[src/rtl/clk_div_pkg.sv]
// rtl/clk_div_pkg.sv - shared FSM state type and width default for the divider controller
package clk_div_pkg;

  localparam int DIV_RATIO_WIDTH_DEF = 8;

  typedef enum logic [1:0] {
    IDLE  = 2'd0,
    DRAIN = 2'd1,
    LOAD  = 2'd2,
    WAIT  = 2'd3
  } state_e;

endpackage

[src/rtl/clk_div_ctrl_cnt.sv]
// rtl/clk_div_ctrl_cnt.sv - loadable saturating down-counter shared by DRAIN and WAIT
module clk_div_ctrl_cnt
  import clk_div_pkg::*;
#(
  parameter int CNT_WIDTH = DIV_RATIO_WIDTH_DEF + 1
) (
  input  logic                 i_clk,
  input  logic                 i_rst_n,
  input  logic                 i_load,
  input  logic [CNT_WIDTH-1:0] i_load_val,
  input  logic                 i_dec,
  output logic                 o_zero
);

  logic [CNT_WIDTH-1:0] cnt_q;
  logic [CNT_WIDTH-1:0] cnt_d;

  // Load wins over decrement; the count parks at zero instead of wrapping.
  always_comb begin
    cnt_d = cnt_q;
    if (i_load) begin
      cnt_d = i_load_val;
    end else if (i_dec && (cnt_q != '0)) begin
      cnt_d = cnt_q - CNT_WIDTH'(1);
    end
  end

  always_ff @(posedge i_clk or negedge i_rst_n) begin
    if (!i_rst_n) begin
      cnt_q <= '0;
    end else begin
      cnt_q <= cnt_d;
    end
  end

  assign o_zero = (cnt_q == '0);

endmodule

[src/rtl/clk_div_ctrl.sv]
// rtl/clk_div_ctrl.sv - drains, reloads and re-enables a clock divider on ratio change
// CLK_DIV_CTRL_RATIO_CHECK_EN: reject ratios 0 and 1 with an o_err pulse instead of sequencing them
module clk_div_ctrl
  import clk_div_pkg::*;
#(
  parameter int DIV_RATIO_WIDTH = DIV_RATIO_WIDTH_DEF,
  parameter int SETTLE_CYCLES   = 4,
  parameter int RESET_RATIO     = 1
) (
  input  logic                       i_ref_clk,
  input  logic                       i_rst_n,
  input  logic                       i_sys_en,
  input  logic                       i_req_valid,
  input  logic [DIV_RATIO_WIDTH-1:0] i_req_ratio,
  output logic                       o_req_ready,
  output logic [DIV_RATIO_WIDTH-1:0] o_div_ratio,
  output logic                       o_clk_en,
  output logic                       o_busy,
  output logic                       o_done,
  output logic                       o_err
);

  localparam int                         CW          = DIV_RATIO_WIDTH + 1;
  localparam logic [CW-1:0]              SETTLE_LOAD = CW'(SETTLE_CYCLES - 1);
  localparam logic [DIV_RATIO_WIDTH-1:0] RESET_VAL   = DIV_RATIO_WIDTH'(RESET_RATIO);

  state_e                     state_q;
  logic [DIV_RATIO_WIDTH-1:0] ratio_q;
  logic [DIV_RATIO_WIDTH-1:0] pend_q;
  logic                       clk_en_q;
  logic                       busy_q;
  logic                       done_q;

  logic          accept;
  logic          rejected;
  logic          same_ratio;
  logic          fast_done;
  logic          start_seq;
  logic          cnt_load;
  logic          cnt_dec;
  logic          cnt_zero;
  logic [CW-1:0] cnt_load_val;
  logic [CW-1:0] wait_load;

  assign o_req_ready = (state_q == IDLE);
  assign accept      = i_req_valid && o_req_ready;
  assign same_ratio  = (i_req_ratio == ratio_q);

`ifdef CLK_DIV_CTRL_RATIO_CHECK_EN
  logic err_q;
  assign rejected = accept && (i_req_ratio < DIV_RATIO_WIDTH'(2));
  assign o_err    = err_q;
`else
  assign rejected = 1'b0;
  assign o_err    = 1'b0;
`endif

  assign fast_done = accept && !rejected && same_ratio;
  assign start_seq = accept && !rejected && !same_ratio;

  // WAIT spans 2*R cycles (minimum 2); the counter is loaded with length-1.
  assign wait_load = (pend_q < DIV_RATIO_WIDTH'(2)) ? CW'(1)
                                                    : ({pend_q, 1'b0} - CW'(1));

  always_comb begin
    cnt_load     = 1'b0;
    cnt_load_val = SETTLE_LOAD;
    cnt_dec      = 1'b0;
    unique case (state_q)
      IDLE:  cnt_load = start_seq;
      DRAIN: cnt_dec  = 1'b1;
      LOAD: begin
        cnt_load     = 1'b1;
        cnt_load_val = wait_load;
      end
      WAIT:  cnt_dec  = 1'b1;
      default: ;
    endcase
  end

  clk_div_ctrl_cnt #(
    .CNT_WIDTH (CW)
  ) u_cnt (
    .i_clk      (i_ref_clk),
    .i_rst_n    (i_rst_n),
    .i_load     (cnt_load),
    .i_load_val (cnt_load_val),
    .i_dec      (cnt_dec),
    .o_zero     (cnt_zero)
  );

  always_ff @(posedge i_ref_clk or negedge i_rst_n) begin
    if (!i_rst_n) begin
      state_q  <= IDLE;
      ratio_q  <= RESET_VAL;
      pend_q   <= '0;
      clk_en_q <= 1'b0;
      busy_q   <= 1'b0;
      done_q   <= 1'b0;
`ifdef CLK_DIV_CTRL_RATIO_CHECK_EN
      err_q    <= 1'b0;
`endif
    end else begin
      done_q <= 1'b0;
`ifdef CLK_DIV_CTRL_RATIO_CHECK_EN
      err_q  <= rejected;
`endif
      unique case (state_q)
        IDLE: begin
          clk_en_q <= i_sys_en;
          if (start_seq) begin
            pend_q   <= i_req_ratio;
            state_q  <= DRAIN;
            busy_q   <= 1'b1;
            clk_en_q <= 1'b0;
          end else if (fast_done) begin
            done_q   <= 1'b1;
          end
        end
        DRAIN: begin
          // The divider stays gated; i_sys_en is deliberately not sampled here.
          if (cnt_zero) begin
            state_q <= LOAD;
            ratio_q <= pend_q;
          end
        end
        LOAD: begin
          state_q  <= WAIT;
          clk_en_q <= i_sys_en;
        end
        WAIT: begin
          clk_en_q <= i_sys_en;
          if (cnt_zero) begin
            state_q <= IDLE;
            busy_q  <= 1'b0;
            done_q  <= 1'b1;
          end
        end
        default: state_q <= IDLE;
      endcase
    end
  end

  assign o_div_ratio = ratio_q;
  assign o_clk_en    = clk_en_q;
  assign o_busy      = busy_q;
  assign o_done      = done_q;

endmodule

[config.mk]
export PLATFORM = sky130hd
export DESIGN_NAME = clk_div_ctrl
export DESIGN_NICKNAME = d
export VERILOG_FILES = /design/src/rtl/clk_div_pkg.sv /design/src/rtl/clk_div_ctrl_cnt.sv /design/src/rtl/clk_div_ctrl.sv
export SDC_FILE = /design/constraint.sdc
export NUM_CORES = 1
export LEC_CHECK = 0
export ABC_CLOCK_PERIOD_IN_PS = 5070
export BUFFER_PORTS_ARGS = -buffer_cell sky130_fd_sc_hd__buf_4
export CORE_ASPECT_RATIO = 0.75
export CORE_MARGIN = 2
export CORE_UTILIZATION = 55
export CTS_CLUSTER_DIAMETER = 200
export DETAILED_ROUTE_END_ITERATION = 12
export PLACE_DENSITY = 0.87
export REMOVE_ABC_BUFFERS = 1
export SLEW_MARGIN = 0
export SYNTH_ARGS = -nofsm -noshare
export SYNTH_HDL_FRONTEND = slang
export SYNTH_SLANG_ARGS = --single-unit
[constraint.sdc]
create_clock -name i_ref_clk -period 5.07 [get_ports i_ref_clk]
set_clock_uncertainty 0.05 [all_clocks]
set_input_delay 1.014 -clock i_ref_clk [delete_from_list [all_inputs] [get_ports i_ref_clk]]
set_output_delay 1.014 -clock i_ref_clk [all_outputs]
set_load 0.01 [all_outputs]
==> results.ini <==
[die]
ioPinCount = 25
fp.dieW_um = 68.7
floorplan.rows = 17
initial_core_util_pct = 58.1
design.die.area_mm2 = 0.00361
die_y_um = 52.6
core-area_mm2 = 0.00298

[hold_path]
timing.hold.worst_path_depth = 2
holdPathEnd = o_clk_en$_DFFE_PN0P_
timing.hold.worst.class = reg2reg
hold_path.startpoint = o_clk_en$_DFFE_PN0P_

[sta]
maximum_operating_frequency_ghz = 0.391
setup_viol_count_final = 0
relSlewSlack_pct = 48.5
layout_min_cycle_time_ns = 2.56
tightestPinTransition_ns = 0.770
fin_ws_ns = 2.51
final_setup_tns_ns = 0
fin_crit_sh_pct = 50.5
grt_setup_unrepaired = false
hold_viol_final = 0
final-max-slew-violation-count = 0

[clock_tree]
numCtsBuffers = 5
cts_buffer_depth = 2
ctsRootBufferMaster = sky130_fd_sc_hd__clkbuf_8
number_of_setup_buffers_added_after_cts = 0
hold_buffers = 0
insertion_delay_ns = 0.28
cts_tree = done
cts_max_level = 2
cts_repair_resize_count = 0
cts.sink_count = 30
clk_pin_slew_worst_paths_ns = 0.06

[finish]
drive_gt1_share_pct = 20.4
area_delta_synth_final_pct = 14.5
final_net_count = 219
antenna_fix_cells = 0
instances_no_fill = 239
stdcell_area_mm2 = 0.00198
n_fill_cell = 240

[drt]
detail_route.wl_per_cell_um = 15.8
postRouteWirelength_um = 3770
dr_total_vias = 1429
antenna_left = 0
iteration_0_drc_count_of_the_detailed_router = 86
first_pass_iters = 4
vias_per_cell = 5.98
remaining_drcs = 0

[logic_synthesis]
postSynthCellCount = 179
synth_cell_types = 43
synth_top_area_share_pct = 42.0
post-synth-top-count-cell = sky130_fd_sc_hd__nand2_1
synth_seq_area_share_pct = 43.5
synth_top_area_cell = sky130_fd_sc_hd__dfrtp_1
ys_top_cells_by_area = sky130_fd_sc_hd__dfrtp_1 42%, sky130_fd_sc_hd__nand2_1 6.5%, sky130_fd_sc_hd__ha_1 5.1%, sky130_fd_sc_hd__xnor2_1 5.1%, sky130_fd_sc_hd__mux2_2 4.6%
syn_area_mm2 = 0.00173
postSynthRegisterBits = 30
synth_warnings = 0
syn_avg_cell_area_um2 = 9.66
async_reset_ff_share_pct = 100
synth_enable_flop_cells = 0
synthTopCellsByCount = 30 x sky130_fd_sc_hd__nand2_1, 29 x sky130_fd_sc_hd__dfrtp_1, 10 x sky130_fd_sc_hd__xnor2_1
ys.flop_type = sky130_fd_sc_hd__dfrtp_1

[pwr]
p_switching_mw = 0.537
vdd.ir_drop.worst_mv = 0.338
post-layout-total-power_mw = 1.26
intPower_mw = 0.727
p_clk_share_pct = 14.4
power.density_cell_area_mw_per_mm2 = 638
p_sw_share_pct = 42.5
p_leak_nw = 0.917
seq_power_share_pct = 35.4
pwr-share-comb_pct = 50.2

[placed_design]
port_buffers = 23
placed_cells_incl_taps = 231
dpl-instance-area_mm2 = 0.00190
dp_hpwl_um = 2660
place.gp.congestion = 0.882
pre_cts_ws_ns = 2.25

[worst_setup_path]
cp_data_arrival_time_ns = 2.68
ff2ff_path_depth = 6
reg_to_reg_start = u_cnt.cnt_q[0]$_DFFE_PN0P_
start_kind = input pin
critical_path_required_ns = 5.19
setup.reg_to_reg.worst_slack_ns = 2.70
regToRegEndpoint = state_q[1]$_DFFE_PN0P_
worst-path-max-fanout = 17
timing_worst_setup_path_type = in2reg
worstSetupEndpointType = flop

[grt]
overflow = 0
antenna_violations_before_repair = 0
grt_first_pass_wirelength_um = 6240
grt_pass1_vias = 1322
groute.usage.overall_pct = 24.1
grt_max_degree = 31

[run]
drv_cap = 0

[outcome]
outcome = complete, no violations

-- metrics by stage --
| stage | hold slack, ns | util, % |
|---|---|---|
| floorplan | 0.399 | - |
| global placement | 0.411 | 63.8 |
| detailed placement | 0.430 | 63.8 |
| CTS | 0.447 | 66.5 |
| global route | 0.487 | 66.5 |
| finish | 0.442 | 66.5 |
-- worst max-delay path, cell delays in order --
cell	delay, ns
sky130_fd_sc_hd__buf_4	0.12
sky130_fd_sc_hd__xnor2_1	0.16
sky130_fd_sc_hd__nand4_1	0.18
sky130_fd_sc_hd__o211ai_2	0.69
sky130_fd_sc_hd__a21oi_1	0.20
sky130_fd_sc_hd__mux2_2	0.31
-- logic make-up after synthesis --
group,share of synthesized area (%)
DFF,43.5
other,0.217
and+or+nand+nor,18.0
buffers and inverters,4.78
adders and majority gates,5.06
xor gates and xnor gates,6.58
muxes,6.30
AOI/OAI and AO/OA,15.6
-- layout make-up --
| type | count | area [um^2] | share of cell area, % |
|---|---|---|---|
| clock buffer | 8 | 80.1 | 4.04 |
| inverter | 9 | 33.8 | 1.71 |
| timing repair buffer | 23 | 173 | 8.72 |
| tap | 38 | 47.5 | 2.40 |
| multi-input combinational | 131 | 895 | 45.2 |
| sequential | 30 | 752 | 38.0 |
-- flip-flops by register name, summed over array words and instances, names as in the netlist --
register,flops
o_clk_en,1
state_q,2
u_cnt.cnt_q,9
o_busy,1
o_div_ratio,8
o_done,1
pend_q,8
-- placed cells by master (no fill, tap or decap), types with 2 or more instances in the layout --
master | netlist | final
sky130_fd_sc_hd__xnor2_1 | 10 | 10
sky130_fd_sc_hd__mux2i_1 | 3 | 3
sky130_fd_sc_hd__nand4_1 | 2 | 2
sky130_fd_sc_hd__nand3_1 | 6 | 6
sky130_fd_sc_hd__o22ai_1 | 2 | 2
sky130_fd_sc_hd__o41ai_1 | 2 | 2
sky130_fd_sc_hd__a31oi_1 | 2 | 2
sky130_fd_sc_hd__o21ai_0 | 9 | 9
sky130_fd_sc_hd__nor3b_1 | 2 | 2
sky130_fd_sc_hd__clkbuf_8 | 0 | 5
sky130_fd_sc_hd__a311oi_1 | 3 | 3
sky130_fd_sc_hd__mux2_2 | 7 | 7
sky130_fd_sc_hd__nor4_1 | 3 | 3
sky130_fd_sc_hd__buf_4 | 2 | 23
sky130_fd_sc_hd__clkbuf_1 | 6 | 3
sky130_fd_sc_hd__nor2_1 | 8 | 8
sky130_fd_sc_hd__or4_1 | 2 | 2
sky130_fd_sc_hd__nor3_1 | 7 | 7
sky130_fd_sc_hd__ha_1 | 7 | 7
sky130_fd_sc_hd__o22a_1 | 2 | 2
sky130_fd_sc_hd__o31ai_1 | 2 | 2
sky130_fd_sc_hd__nand2_1 | 30 | 30
sky130_fd_sc_hd__a21oi_1 | 2 | 2
sky130_fd_sc_hd__xor2_1 | 3 | 3
sky130_fd_sc_hd__inv_1 | 9 | 9
sky130_fd_sc_hd__dfrtp_1 | 29 | 29
sky130_fd_sc_hd__a2bb2oi_1 | 2 | 2
-- how the worst max path moves through the flow --
stage,from,endpoint,slack (ns)
after global routing,i_req_ratio[6],state_q[1]$_DFFE_PN0P_,2.39
after detailed placement,i_req_ratio[5],state_q[1]$_DFFE_PN0P_,2.25
after global placement,i_req_ratio[5],state_q[1]$_DFFE_PN0P_,2.34
final,i_req_ratio[6],state_q[1]$_DFFE_PN0P_,2.51
after floorplan,i_req_ratio[0],state_q[1]$_DFFE_PN0P_,2.69
after CTS,i_req_ratio[6],state_q[1]$_DFFE_PN0P_,2.53
-- routing by layer --
layer  global-route usage (%)  vias up  wire, um
met2                     36.2       59      1740
met4                     11.8        0        91
met3                     6.24       13       265
met5                        0        -         0
li1                         -      686         -
met1                     32.3      671      1680
-- power by group through the flow --
stage	logic [mW]	clock network (mW)	registers [mW]
after detailed placement	0.620	0	0.448
after floorplan	0.453	0	0.434
after global routing	0.702	0.194	0.461
after global placement	0.599	0	0.439
final	0.634	0.183	0.447
after CTS	0.628	0.184	0.445
No activity file was read; power rests on OpenSTA's default activity.
